File: src/rtl/saturn_cycle_sequencer.sv
// saturn_cycle_sequencer
//   Generates the 4-phase clock sequence and instruction-cycle counter for the
//   Saturn core and debugger. It also schedules core and debug cycles: the core
//   is frozen only on instruction-cycle boundaries, for debug cycles,
//   breakpoints, halt, single-step and resume.
// Ports
//   i_clk, i_reset_n  clock, asynchronous active-low reset
//   i_dbg_req         debugger requests a debug cycle (level, held until granted)
//   i_dbg_done        debugger finished the current debug cycle (1-clock pulse)
//   i_halt            halt at the next cycle boundary (level)
//   i_run / i_step    resume / single-step from HALT (pulses)
//   i_break_en        enable the cycle-count breakpoint
//   i_break_cycle     cycle count at which to halt
//   o_phases          one-hot current phase
//   o_phase           current phase index
//   o_cycle_ctr       completed instruction-cycle count
//   o_core_en         core may advance this clock
//   o_debug_cycle     debugger owns the core
//   o_halted          sequencer is in HALT
//   o_dbg_timeout     1-clock pulse: debug cycle aborted by timeout
module saturn_cycle_sequencer #(
    parameter int unsigned CTR_WIDTH     = 32,
    parameter int unsigned DBG_TIMEOUT   = 255,
    parameter int unsigned HALT_ON_RESET = 0
) (
    input  logic                 i_clk,
    input  logic                 i_reset_n,
    input  logic                 i_dbg_req,
    input  logic                 i_dbg_done,
    input  logic                 i_halt,
    input  logic                 i_run,
    input  logic                 i_step,
    input  logic                 i_break_en,
    input  logic [CTR_WIDTH-1:0] i_break_cycle,
    output logic [3:0]           o_phases,
    output logic [1:0]           o_phase,
    output logic [CTR_WIDTH-1:0] o_cycle_ctr,
    output logic                 o_core_en,
    output logic                 o_debug_cycle,
    output logic                 o_halted,
    output logic                 o_dbg_timeout
);

    localparam int unsigned TMO_W  = (DBG_TIMEOUT < 2) ? 1 : $clog2(DBG_TIMEOUT + 1);
    localparam int unsigned TMO_W1 = TMO_W + 1;

    typedef enum logic [1:0] {S_RUN, S_DEBUG, S_HALT, S_STEP} state_t;

    localparam state_t RESET_STATE = (HALT_ON_RESET != 0) ? S_HALT : S_RUN;

    state_t             state_q, state_d;
    logic               ret_q, ret_d;          // 1: return to HALT after DEBUG, 0: to RUN
    logic [TMO_W-1:0]   tmo_cnt_q, tmo_cnt_d;
    logic [1:0]         phase_d;
    logic [3:0]         phases_d;
    logic [CTR_WIDTH-1:0] ctr_d;
    logic               core_en_d, debug_d, halted_d, tmo_pulse_d;

    logic                 core_run_c;
    logic                 boundary_c;
    logic [CTR_WIDTH-1:0] ctr_inc_c;
    logic                 bp_hit_c;
    logic                 tmo_hit_c;
    state_t               ret_state_c;

    // Shared decodes of the current registered state
    assign core_run_c  = (state_q == S_RUN) || (state_q == S_STEP);
    assign boundary_c  = core_run_c && (o_phase == 2'd3);
    assign ctr_inc_c   = o_cycle_ctr + CTR_WIDTH'(1);
    assign bp_hit_c    = i_break_en && (ctr_inc_c == i_break_cycle);
    // Hit on the clock that completes DBG_TIMEOUT clocks in DEBUG (counter starts at 0)
    assign tmo_hit_c   = (DBG_TIMEOUT != 0) &&
                         (({1'b0, tmo_cnt_q} + TMO_W1'(1)) == TMO_W1'(DBG_TIMEOUT));
    assign ret_state_c = ret_q ? S_HALT : S_RUN;

    // State register
    always_ff @(posedge i_clk or negedge i_reset_n) begin
        if (!i_reset_n) begin
            state_q       <= RESET_STATE;
            ret_q         <= 1'b0;
            tmo_cnt_q     <= '0;
            o_phase       <= 2'd0;
            o_phases      <= 4'b0001;
            o_cycle_ctr   <= '0;
            o_core_en     <= (HALT_ON_RESET == 0);
            o_debug_cycle <= 1'b0;
            o_halted      <= (HALT_ON_RESET != 0);
            o_dbg_timeout <= 1'b0;
        end else begin
            state_q       <= state_d;
            ret_q         <= ret_d;
            tmo_cnt_q     <= tmo_cnt_d;
            o_phase       <= phase_d;
            o_phases      <= phases_d;
            o_cycle_ctr   <= ctr_d;
            o_core_en     <= core_en_d;
            o_debug_cycle <= debug_d;
            o_halted      <= halted_d;
            o_dbg_timeout <= tmo_pulse_d;
        end
    end

    // Next-state logic; RUN and STEP only change state on a cycle boundary
    always_comb begin
        state_d = state_q;
        ret_d   = ret_q;
        case (state_q)
            S_RUN: begin
                if (boundary_c) begin
                    if (i_dbg_req) begin
                        state_d = S_DEBUG;
                        ret_d   = 1'b0;
                    end else if (bp_hit_c || i_halt) begin
                        state_d = S_HALT;
                    end
                end
            end
            S_DEBUG: begin
                if (i_dbg_done || tmo_hit_c) begin
                    state_d = ret_state_c;
                end
            end
            S_HALT: begin
                if (i_dbg_req) begin
                    state_d = S_DEBUG;
                    ret_d   = 1'b1;
                end else if (i_step) begin
                    state_d = S_STEP;
                end else if (i_run) begin
                    state_d = S_RUN;
                end
            end
            S_STEP: begin
                if (boundary_c) begin
                    state_d = i_dbg_req ? S_DEBUG : S_HALT;
                    ret_d   = i_dbg_req ? 1'b1 : ret_q;
                end
            end
            default: state_d = RESET_STATE;
        endcase
    end

    // Output / datapath next values, registered by the state register
    always_comb begin
        phase_d     = o_phase;
        ctr_d       = o_cycle_ctr;
        tmo_cnt_d   = '0;
        if (core_run_c) begin
            phase_d = o_phase + 2'd1;
            if (o_phase == 2'd3) begin
                ctr_d = ctr_inc_c;
            end
        end
        if (state_q == S_DEBUG) begin
            tmo_cnt_d = tmo_cnt_q + TMO_W'(1);
        end
        phases_d    = 4'b0001 << phase_d;
        core_en_d   = (state_d == S_RUN) || (state_d == S_STEP);
        debug_d     = (state_d == S_DEBUG);
        halted_d    = (state_d == S_HALT);
        // A done on the timeout clock wins and suppresses the pulse
        tmo_pulse_d = (state_q == S_DEBUG) && !i_dbg_done && tmo_hit_c;
    end

endmodule

File: config.mk
export PLATFORM = sky130hd
export DESIGN_NAME = saturn_cycle_sequencer
export DESIGN_NICKNAME = d
export VERILOG_FILES = /design/src/rtl/saturn_cycle_sequencer.sv
export SDC_FILE = /design/constraint.sdc
export NUM_CORES = 1
export LEC_CHECK = 0
export ABC_CLOCK_PERIOD_IN_PS = 3300
export BUFFER_PORTS_ARGS = -buffer_cell sky130_fd_sc_hd__buf_2
export CORE_MARGIN = 2
export CORE_UTILIZATION = 55
export CTS_CLUSTER_SIZE = 24
export DETAILED_ROUTE_END_ITERATION = 8
export PLACE_DENSITY = 0.89
export SETUP_SLACK_MARGIN = 0.15
export SLEW_MARGIN = 20
export SYNTH_ARGS = -nofsm -noshare
export SYNTH_HDL_FRONTEND = slang
export SYNTH_SLANG_ARGS = --single-unit
File: constraint.sdc
create_clock -name i_clk -period 3.3 [get_ports i_clk]
set_clock_uncertainty 0.05 [all_clocks]
set_input_delay 0.99 -clock i_clk [delete_from_list [all_inputs] [get_ports i_clk]]
set_output_delay 0.99 -clock i_clk [all_outputs]
set_load 0.01 [all_outputs]
==> impl_metrics.tcl <==
set metrics [dict create \
    outcome "finished clean" \
    ant_nets 0 \
    clock-sinks 53 \
    fin_util 0.676 \
    maxCapViolCount 0 \
    cts_tree "done" \
    cts_root_buffer "clkbuf_8" \
    hold-path-endpoint "ret_q$_DFFE_PN0P_" \
    ir_drop_mv 0.460 \
    grt_max_degree 40 \
    io-pin-count 82 \
    antenna-diode-count 0 \
    r2r_slack_ns 0.32 \
    ys.flop_type "dfrtp_1" \
    ys_types 56 \
    routed_wirelength_um 9810 \
    hpwl_um 7300 \
    r2r_end "o_core_en$_DFF_PN1_" \
    crit_type "reg2reg" \
    synth_nets 447 \
    reg2regPathDepth 8 \
    io_buffers 81 \
    dp.cells 549 \
    drt_first_pass_iters 6 \
    p_leak_nw 2.05 \
    synth_compound_area_frac 0.105 \
    cts.path.max_buffers 2 \
    p_per_area_nw_per_um2 515 \
    setup_viol 0 \
    initialDrtViolationCount 416 \
    synthSimpleGateAreaFrac 0.251 \
    critPathMaxFanout 7 \
    final_area_sq_um 4320 \
    synth_largest_area_cell "dfrtp_1" \
    core_sq_um 6390 \
    overflow 0 \
    synthTopCellsByCount "xnor2_1 (52), dfrtp_1 (51), nand2_1 (31), nor2_1 (26), xor2_1 (26)" \
    gp_congestion 0.946 \
    power.total_w 0.00223 \
    min_period_ns 2.98 \
    fmax_ghz 0.335 \
    start_util 0.574 \
    fp.dieH_um 85.7 \
    tightest_slew_ns 0.868 \
    antenna_found_initial 0 \
    final_max_slew_viol_count 0 \
    yosysTopAreaCellShare 0.348 \
    syn_area_per_cell_sq_um 9.26 \
    fin_cells 559 \
    vias_per_cell 6.25 \
    vias 3492 \
    synth.area.mux_share 0.0222 \
    ys_warn_count 0 \
    ys_seq_area_frac 0.362 \
    grt_pass1_wl_um 15300 \
    tns_ns 0 \
    synth_most_common_cell "xnor2_1" \
    rows 29 \
    cp.required_ns 3.49 \
    start_kind "flip-flop" \
    fin_crit_sh 0.904 \
    synthesis.instances 396 \
    place_area_sq_um 4200 \
    ys_top_cells_by_area "dfrtp_1 (35%), xnor2_1 (12%), xor2_1 (6.2%)" \
    die_w_um 85.7 \
    remaining_drc_errors 0 \
    relSlewSlack 0.421 \
    syn_area_sq_um 3670 \
    rr_startpoint "o_cycle_ctr[11]$_DFFE_PN0P_" \
    worstHoldStart "ret_q$_DFFE_PN0P_" \
    grt_pass1_vias 3234 \
    synth_fa_ha_area_frac 0.0375 \
    hold_class "reg2reg" \
    area_growth_pct 17.8 \
    nNetsFinal 532 \
    wire_per_inst_um 17.5 \
    htree_num_levels 2 \
    min_delay_path_depth 2 \
    synth_edf_count 0 \
    path_clk_slew_ns 0.09 \
    synth_top_family_by_area "simple AND/OR/NAND/NOR gates" \
    ys_seq_elements 53 \
    synthXorXnorAreaFrac 0.186 \
    clock_latency_ns 0.31 \
    track_usage 0.264 \
    die_area_sq_um 7340 \
    drive_gt1_frac 0.253 \
    finalHoldViolations 0 \
    synth-async-reset-ratio 1.00 \
    hold_buffers 0 \
    numCtsBuffers 5 \
    critPathCaptureType "flip-flop" \
    rsz0062_at_grt "no" \
    cp_data_arrival_time_ns 3.18 \
]
report_power, final:
group | total, W | switching [W] | internal [W] | leakage, nW
Clock | 0.000388 | 0.000217 | 0.000171 | 0.0445
Sequential | 0.000899 | 0.000123 | 0.000776 | 0.710
Combinational | 0.000939 | 0.000540 | 0.000399 | 1.29
Total | 0.00223 | 0.000880 | 0.00135 | 2.05
final cells by class:
cell class / instances / area [sq um]
multi-input cells: 311 / 2220
fillers: 494 / 2070
flip-flops and latches: 53 / 1330
repair buffers: 98 / 533
well taps: 77 / 96.3
clock buffers: 7 / 86.3
inverters: 12 / 45.0
clock inverters: 1 / 7.51
routing by layer:
metal | vias to the layer above | GRT usage | wire length, um | part of all wire
met5 | - | 0 | 0 | 0
met4 | 0 | 0.118 | 373 | 0.038
met3 | 50 | 0.0433 | 815 | 0.083
met2 | 230 | 0.441 | 4790 | 0.49
met1 | 1641 | 0.337 | 3830 | 0.39
li1 | 1571 | - | - | -
sequential cells by signal, summed over array words and instances, names as in the netlist:
register       flops
ret_q              1
state_q            2
o_phases           4
o_dbg_timeout      1
o_phase            2
o_halted           1
tmo_cnt_q          8
o_core_en          1
o_debug_cycle      1
o_cycle_ctr       32
worst max-delay path, stage by stage (launching register included):
cell and delay, ns:
dfrtp_1 0.53, nand4_2 0.28, or3_1 0.46, a2111oi_2 0.36
o221a_1 0.22, nand4_1 0.16, nor4_4 0.39, o41a_1 0.23
ha_1 0.23
cells by family (layout without fill, tap and decap cells):
family | Yosys count | in the layout
fa+ha+maj | 11 | 11
flops | 53 | 53
buf+inv | 32 | 118
mux | 8 | 8
simple gates | 161 | 161
xor+xnor | 78 | 78
compound gates | 53 | 53
worst max path at each step:
stage	endpoint	slack (ns)	startpoint
floorplan	o_core_en$_DFF_PN1_	0.33	i_break_cycle[2]
global placement	o_core_en$_DFF_PN1_	0.006	i_break_cycle[2]
detailed placement	o_core_en$_DFF_PN1_	-0.07	i_break_cycle[2]
CTS	o_core_en$_DFF_PN1_	0.21	o_cycle_ctr[0]$_DFFE_PN0P_
global route	o_core_en$_DFF_PN1_	0.17	o_cycle_ctr[0]$_DFFE_PN0P_
finish	o_core_en$_DFF_PN1_	0.32	o_cycle_ctr[11]$_DFFE_PN0P_
placed cells by master (no fill, tap or decap), types with 3 or more instances in the layout:
master and count:
buf_2 81, xnor2_1 52, dfrtp_1 50, nand2_1 31, nor2_1 26, xor2_1 26, nand3_1 21, buf_4 17
nand4_1 15, inv_1 12, ha_1 11, nand2b_1 10, nor3_1 10, nor4_1 10, o21ai_0 9, a21oi_1 7
mux2i_1 7, and4_1 6, a31oi_1 6, clkbuf_8 6, and3_1 5, or3_1 5, nor2b_1 4, o21bai_1 4
and2_1 4, o2111ai_1 3, a21o_1 3
timing repair:
action / in CTS / in global routing
gates resized for setup: 0 / 3
hold endpoints to repair: 0 / 0
endpoints found under the setup margin: 0 / 3
buffers inserted: 0 / 2
per-stage QoR:
stage          setup WS [ns]  hold slack (ns)
6_report               0.316            0.499
3_3_place_gp         0.00591            0.462
3_5_place_dp         -0.0696            0.483
5_1_grt                0.173            0.524
4_1_cts                0.215            0.505
2_1_floorplan          0.327            0.434
No activity file was read; power rests on OpenSTA's default activity.
